$ cat config.mk
export PLATFORM = sky130hd
export DESIGN_NAME = source_arbiter_fsm_flat
export DESIGN_NICKNAME = d
export VERILOG_FILES = /design/src/rtl/source_arbiter_fsm_pkg.sv /design/src/rtl/source_arbiter_fsm_if.sv /design/src/rtl/source_arbiter_fsm_btn_edge.sv /design/src/rtl/source_arbiter_fsm.sv /design/src/flat_wrapper.sv
export SDC_FILE = /design/constraint.sdc
export NUM_CORES = 1
export LEC_CHECK = 0
export BUFFER_PORTS_ARGS = -buffer_cell sky130_fd_sc_hd__clkbuf_2
export CAP_MARGIN = 20
export CORE_MARGIN = 10
export CORE_UTILIZATION = 26
export CTS_BUF_LIST = sky130_fd_sc_hd__clkbuf_2
export DETAILED_ROUTE_END_ITERATION = 10
export GPL_TIMING_DRIVEN = 0
export PLACE_DENSITY = 0.52
export SLEW_MARGIN = 20
export SYNTH_ARGS = -nofsm -noshare
export SYNTH_HDL_FRONTEND = slang
export SYNTH_SLANG_ARGS = --single-unit
$ cat constraint.sdc
create_clock -name clk -period 1.3 [get_ports clk]
set_input_delay 0.26 -clock clk [delete_from_list [all_inputs] [get_ports clk]]
set_output_delay 0.26 -clock clk [all_outputs]
set_load 0.05 [all_outputs]
$ cat src/rtl/source_arbiter_fsm_pkg.sv
// Shared controller definitions: state encoding, LED bit positions, select-width and priority helpers.
// Combinational helpers only; no clocked logic.
package src_ctrl_pkg;

   typedef enum logic [1:0] {
      ST_IDLE  = 2'd0,
      ST_COMM  = 2'd1,
      ST_WAIT  = 2'd2,
      ST_DRAIN = 2'd3
   } state_t;

   localparam int LED_IDLE  = 0;
   localparam int LED_COMM  = 1;
   localparam int LED_WAIT  = 2;
   localparam int LED_DRAIN = 3;

   localparam int MAX_SRC = 8;

   function automatic int sel_width(input int n);
      int w;
      w = $clog2(n);
      return (w < 1) ? 1 : w;
   endfunction

   // Lowest set bit wins; an all-zero vector returns 0.
   function automatic int lowest_idx(input logic [MAX_SRC-1:0] v);
      int idx;
      idx = 0;
      for (int i = MAX_SRC - 1; i >= 0; i--) begin
         if (v[i]) idx = i;
      end
      return idx;
   endfunction

endpackage

$ cat src/rtl/source_arbiter_fsm_if.sv
// Button, buffer-status and producer-control signals between the arbiter and its surroundings.
// slave is the arbiter side, master the side driving buttons and buffer flags.
interface source_arbiter_fsm_if #(
   parameter int N_SRC = 2
);
   import src_ctrl_pkg::*;

   localparam int SEL_W = sel_width(N_SRC);

   logic [N_SRC-1:0] start;
   logic             stop;
   logic             buffer_full;
   logic             buffer_empty;
   logic             out_valid;
   logic [N_SRC-1:0] src_en;
   logic [SEL_W-1:0] src_sel;
   logic [3:0]       led;
   logic             busy;

   modport master (
      output start, stop, buffer_full, buffer_empty, out_valid,
      input  src_en, src_sel, led, busy
   );

   modport slave (
      input  start, stop, buffer_full, buffer_empty, out_valid,
      output src_en, src_sel, led, busy
   );

endinterface

$ cat src/rtl/source_arbiter_fsm_btn_edge.sv
// Rising-edge detector for one raw button: two-stage register, one-cycle pulse on a 0->1 change.
// A button first sampled high at edge k pulses during the cycle after edge k.
module btn_edge (
   input  logic clk,
   input  logic rst,
   input  logic i_btn,
   output logic o_rise
);

   logic r_d1;
   logic r_d2;

   always_ff @(posedge clk) begin
      if (rst) begin
         r_d1 <= 1'b0;
         r_d2 <= 1'b0;
      end else begin
         r_d1 <= i_btn;
         r_d2 <= r_d1;
      end
   end

   assign o_rise = r_d1 & ~r_d2;

endmodule

$ cat src/rtl/source_arbiter_fsm.sv
// Selects one of N_SRC data producers, pauses it while the buffer is full and drains on stop.
// Define SRC_SWITCH_EN to let a start from another producer force a drain and switch to it.
module source_arbiter_fsm
   import src_ctrl_pkg::*;
#(
   parameter int N_SRC = 2
) (
   input  logic               clk,
   input  logic               rst,
   source_arbiter_fsm_if.slave bus
);

   localparam int SEL_W = sel_width(N_SRC);

   logic [N_SRC-1:0] w_start_rise;
   logic             w_stop_rise;
   logic             w_any_start;
   logic [SEL_W-1:0] w_start_low;
   logic             w_to_drain;

   state_t           r_state;
   state_t           w_state_nxt;
   logic [SEL_W-1:0] r_sel;
   logic [SEL_W-1:0] w_sel_nxt;

   for (genvar gi = 0; gi < N_SRC; gi++) begin : g_start_edge
      btn_edge u_start_edge (
         .clk    (clk),
         .rst    (rst),
         .i_btn  (bus.start[gi]),
         .o_rise (w_start_rise[gi])
      );
   end

   btn_edge u_stop_edge (
      .clk    (clk),
      .rst    (rst),
      .i_btn  (bus.stop),
      .o_rise (w_stop_rise)
   );

   assign w_any_start = |w_start_rise;
   assign w_start_low = SEL_W'(lowest_idx(MAX_SRC'(w_start_rise)));

`ifdef SRC_SWITCH_EN
   logic [N_SRC-1:0] w_other_rise;
   logic             w_any_other;
   logic [SEL_W-1:0] w_other_low;
   logic             r_pend_vld;
   logic             w_pend_vld_nxt;
   logic [SEL_W-1:0] r_pend_idx;
   logic [SEL_W-1:0] w_pend_idx_nxt;

   // Starts for the producer already selected never count as a switch request.
   assign w_other_rise = w_start_rise & ~(N_SRC'(1) << r_sel);
   assign w_any_other  = |w_other_rise;
   assign w_other_low  = SEL_W'(lowest_idx(MAX_SRC'(w_other_rise)));
   assign w_to_drain   = w_stop_rise | w_any_other;
`else
   assign w_to_drain   = w_stop_rise;
`endif

   always_comb begin
      w_state_nxt = r_state;
      w_sel_nxt   = r_sel;
`ifdef SRC_SWITCH_EN
      w_pend_vld_nxt = r_pend_vld;
      w_pend_idx_nxt = r_pend_idx;
`endif
      case (r_state)
         ST_IDLE: begin
            if (w_any_start) begin
               w_state_nxt = ST_COMM;
               w_sel_nxt   = w_start_low;
            end
         end
         ST_COMM, ST_WAIT: begin
`ifdef SRC_SWITCH_EN
            if (w_any_other) begin
               w_pend_vld_nxt = 1'b1;
               w_pend_idx_nxt = w_other_low;
            end
`endif
            if (w_to_drain) begin
               w_state_nxt = ST_DRAIN;
            end else if (r_state == ST_COMM && bus.buffer_full) begin
               w_state_nxt = ST_WAIT;
            end else if (r_state == ST_WAIT && !bus.buffer_full) begin
               w_state_nxt = ST_COMM;
            end
         end
         ST_DRAIN: begin
`ifdef SRC_SWITCH_EN
            if (w_any_start) begin
               w_pend_vld_nxt = 1'b1;
               w_pend_idx_nxt = w_start_low;
            end
            // A start arriving on the exit cycle is honoured immediately.
            if (bus.buffer_empty && !bus.out_valid) begin
               if (w_pend_vld_nxt) begin
                  w_state_nxt    = ST_COMM;
                  w_sel_nxt      = w_pend_idx_nxt;
                  w_pend_vld_nxt = 1'b0;
               end else begin
                  w_state_nxt = ST_IDLE;
               end
            end
`else
            if (bus.buffer_empty && !bus.out_valid) begin
               w_state_nxt = ST_IDLE;
            end
`endif
         end
         default: w_state_nxt = ST_IDLE;
      endcase
   end

   always_ff @(posedge clk) begin
      if (rst) begin
         r_state <= ST_IDLE;
         r_sel   <= '0;
      end else begin
         r_state <= w_state_nxt;
         r_sel   <= w_sel_nxt;
      end
   end

`ifdef SRC_SWITCH_EN
   always_ff @(posedge clk) begin
      if (rst) begin
         r_pend_vld <= 1'b0;
         r_pend_idx <= '0;
      end else begin
         r_pend_vld <= w_pend_vld_nxt;
         r_pend_idx <= w_pend_idx_nxt;
      end
   end
`endif

   always_comb begin
      bus.led = '0;
      case (r_state)
         ST_IDLE:  bus.led[LED_IDLE]  = 1'b1;
         ST_COMM:  bus.led[LED_COMM]  = 1'b1;
         ST_WAIT:  bus.led[LED_WAIT]  = 1'b1;
         ST_DRAIN: bus.led[LED_DRAIN] = 1'b1;
         default:  bus.led = '0;
      endcase
   end

   assign bus.src_en  = (r_state == ST_COMM) ? (N_SRC'(1) << r_sel) : '0;
   assign bus.src_sel = r_sel;
   assign bus.busy    = (r_state != ST_IDLE);

endmodule

$ cat src/flat_wrapper.sv
// flat-port wrapper written by rule: the top's interface ports become plain ports
module source_arbiter_fsm_flat import src_ctrl_pkg::*;
#(
   parameter int N_SRC = 2
)
  (clk, rst, bus_start, bus_stop, bus_buffer_full, bus_buffer_empty, bus_out_valid, bus_src_en, bus_src_sel, bus_led, bus_busy);
  source_arbiter_fsm_if #(.N_SRC(N_SRC)) bus_i ();
  input  logic clk;
  input  logic rst;
  input wire logic [$bits(bus_i.start)-1:0] bus_start;
  input wire logic [$bits(bus_i.stop)-1:0] bus_stop;
  input wire logic [$bits(bus_i.buffer_full)-1:0] bus_buffer_full;
  input wire logic [$bits(bus_i.buffer_empty)-1:0] bus_buffer_empty;
  input wire logic [$bits(bus_i.out_valid)-1:0] bus_out_valid;
  output wire logic [$bits(bus_i.src_en)-1:0] bus_src_en;
  output wire logic [$bits(bus_i.src_sel)-1:0] bus_src_sel;
  output wire logic [$bits(bus_i.led)-1:0] bus_led;
  output wire logic [$bits(bus_i.busy)-1:0] bus_busy;
  assign bus_i.start = bus_start;
  assign bus_i.stop = bus_stop;
  assign bus_i.buffer_full = bus_buffer_full;
  assign bus_i.buffer_empty = bus_buffer_empty;
  assign bus_i.out_valid = bus_out_valid;
  assign bus_src_en = bus_i.src_en;
  assign bus_src_sel = bus_i.src_sel;
  assign bus_led = bus_i.led;
  assign bus_busy = bus_i.busy;
  source_arbiter_fsm #(.N_SRC(N_SRC)) u_core (.clk(clk), .rst(rst), .bus(bus_i));
endmodule
==> impl_metrics.csv <==
group,metric,value,unit
grt,overflow,0,
detailed_routing,wl,966,um
clock_tree,tritoncts.num_buffers,3,
clock_tree,clock_sinks,9,
outcome,status,"complete, but fails checks",
grt,grt_use_total,5.88,%
critical_path,reg2regPathDepth,6,
finish,nNetsFinal,82,
detailed_routing,wire_per_inst,11.4,um
detailed_routing,postRouteAntennaNets,0,
detailed_routing,drtIter0Drc,0,
critical_path,rr_endpoint,"u_core.r_state[0]",
grt,grt_pass1_vias,382,
sta,hold_viol,0,
floorplanning,dieHeight,61.7,um
placed_design,dp_hpwl,787,um
finish,drive_above_1_share,54.4,%
pwr,peakVddDrop,0.000807,V
placed_design,io_buffers,15,
logic_synthesis,postSynthAreaPerCell,9.64,sq um
min_path,worstHoldStart,"bus_start[1]",
sta,relSlewSlack,83.1,%
pwr,p_leak,0.000315,uW
placed_design,place_congestion,0.671,
critical_path,worstPathRequired,1.04,ns
placed_design,placed_cell_area,612,sq um
sta,worst-slew-pin-transition,0.251,ns
finish,final_cells,85,
floorplanning,io_pins,16,
clock_tree,path_clk_slew,0.10,ns
clock_tree,clk_latency,0.24,ns
grt,grt_max_degree,9,
critical_path,reg2reg_setup_slack,-0.09,ns
sta,tns,-0.528,ns
sta,post-route-period-util,109,%
sta,slew_violations,0,
logic_synthesis,ys_ff_latch,9,
clock_tree,clock_path_buffers,2,
logic_synthesis,synth_area,453,sq um
pwr,p_per_area,2020,mW/mm^2
sta,holdWs,0.216,ns
clock_tree,cts_tree,"yes",
finish,diodes,0,
floorplanning,die_w,61.7,um
sta,fin_ws,-0.115,ns
finish,layout_commonest_cell,"clkbuf_2",
clock_tree,root_buffer,"clkbuf_2",
logic_synthesis,synth-warning-count,0,
floorplanning,dieArea,0.00381,sq mm
placed_design,place_inst,79,
outcome,violations,"negative setup slack",
sta,period_minus_slack,1.41,ns
critical_path,cp.arrival,1.15,ns
critical_path,crit_type,"reg2out",
min_path,hold-path-endpoint,"u_core.g_start_edge[1].u_start_edge.r_d1",
finish,areaGrowthSynthToFinish,63.8,%
sta,fmax,0.707,GHz
critical_path,start_kind,"flop",
finish,fin_area,742,sq um
sta,finClkSkew,0.00445,ns
critical_path,end_kind,"primary output",
detailed_routing,viasPerCell,4.56,
floorplanning,rows,15,
job,maxCapViolCount,0,
logic_synthesis,syn_inst,47,
grt,grt_pass1_wl,1590,um
floorplanning,core,0.00169,sq mm
logic_synthesis,synth_seq_area_share,39.8,%
logic_synthesis,synthDistinctLibCells,20,
detailed_routing,firstDrtPassIters,1,
sta,rsz0062_at_grt,"yes",
detailed_routing,dr_total_vias,388,
min_path,hold_class,"in2reg",
critical_path,path_cells,"inv_4 -> ha_2 -> and2_4 -> clkbuf_16",
critical_path,rr_startpoint,"u_core.r_state[1]",
placed_design,pre_cts_slack,-0.0581,ns
critical_path,cpPeakStageDelay,0.38,ns
critical_path,crit_path_max_fanout,3,
detailed_routing,drc,0,
min_path,hold_path_depth,2,
critical_path,crit_slowest_cell,"dfxtp_4",
logic_synthesis,synth_nets,60,
clock_tree,htreeDepth,1,
finish,final_cell_mix,"clkbuf_2 (10), dfxtp_1 (7), nor2b_1 (6)",
sta,finalSetupViolations,8,
grt,antenna_found_initial,0,
floorplanning,start_util,26.8,%
cell type report:
class / instances / area (sq um)
tap: 17 / 21.3
timing repair buffer: 17 / 179
clock buffer: 3 / 15.0
sequential: 9 / 188
multi-input combinational: 32 / 303
clock inverter: 1 / 5.00
fill: 165 / 947
inverter: 6 / 31.3
worst max-delay path, delay by kind of cell, from the launching register on:
kind | cells | cell delay (ns)
adders and majority gates | 1 | 0.16
buffers and inverters | 2 | 0.21
DFF | 1 | 0.38
and+or+nand+nor | 1 | 0.15
registers in the layout (all words and copies together) (netlist names):
signal,count
u_core.g_start_edge.u_start_edge.r_d2,2
u_core.g_start_edge.u_start_edge.r_d1,2
u_core.bus.src_sel,1
u_core.u_stop_edge.r_d1,1
u_core.r_state,2
u_core.u_stop_edge.r_d2,1
kinds of logic after synthesis:
family / after synthesis / share of synthesized area [%]
DFF: 9 / 39.8
adders and majority gates: 5 / 13.8
AOI/OAI and AO/OA: 8 / 14.4
and+or+nand+nor: 19 / 27.1
buffers and inverters: 6 / 4.97
how the worst max path moves through the flow:
stage	startpoint	endpoint	slack, ns	depth (start not counted)
2_1_floorplan	u_core.r_state[0]	u_core.bus.src_sel	-0.14	4
4_1_cts	u_core.r_state[1]	bus_src_en[1]	-0.13	4
5_1_grt	u_core.r_state[0]	bus_busy	-0.19	4
3_5_place_dp	u_core.r_state[1]	u_core.r_state[0]	-0.06	4
3_3_place_gp	u_core.r_state[1]	u_core.r_state[0]	-0.05	4
6_report	u_core.r_state[1]	bus_src_en[1]	-0.11	4
synthesized netlist by cell type (all sizes together):
library cell	instances	area share (%)
dfxtp	9	40
nor2b	7	9.7
inv	6	5.0
ha	5	14
nand2b	4	7.2
nand2	2	1.7
nand4	2	2.8
a21oi	1	1.1
and2	1	1.4
and3	1	2.5
nand3	1	1.1
nor2	1	0.83
o2111a	1	2.5
o21a	1	1.7
o21ai	1	1.1
o221a	1	2.5
o311ai	1	1.9
o31ai	1	1.7
o41ai	1	1.9
power by group:
group	internal, uW	switching [uW]
combinational	448	506
clock	69.7	101
sequential	318	53.9
layer usage:
metal  wire [um]  share of wire (%)  track usage, %
met5           0                  0               0
met4           7               0.72            3.82
met3          77                8.0            3.25
met2         415                 43            8.49
met1         465                 48            6.51
timing repair:
item | CTS | global route
setup buffers | 2 | 0
resized for setup | 18 | 6
pin swaps | 0 | 0
endpoints found under the setup margin | 9 | 10
hold buffers | 0 | 0
stage by stage:
stage	utilization, %	total power, uW
2_1_floorplan	-	998
3_3_place_gp	36.2	1110
3_5_place_dp	36.2	1110
4_1_cts	43.3	1470
5_1_grt	43.9	1590
6_report	43.9	1500
Note: power is estimated with default switching activity, not from simulation.
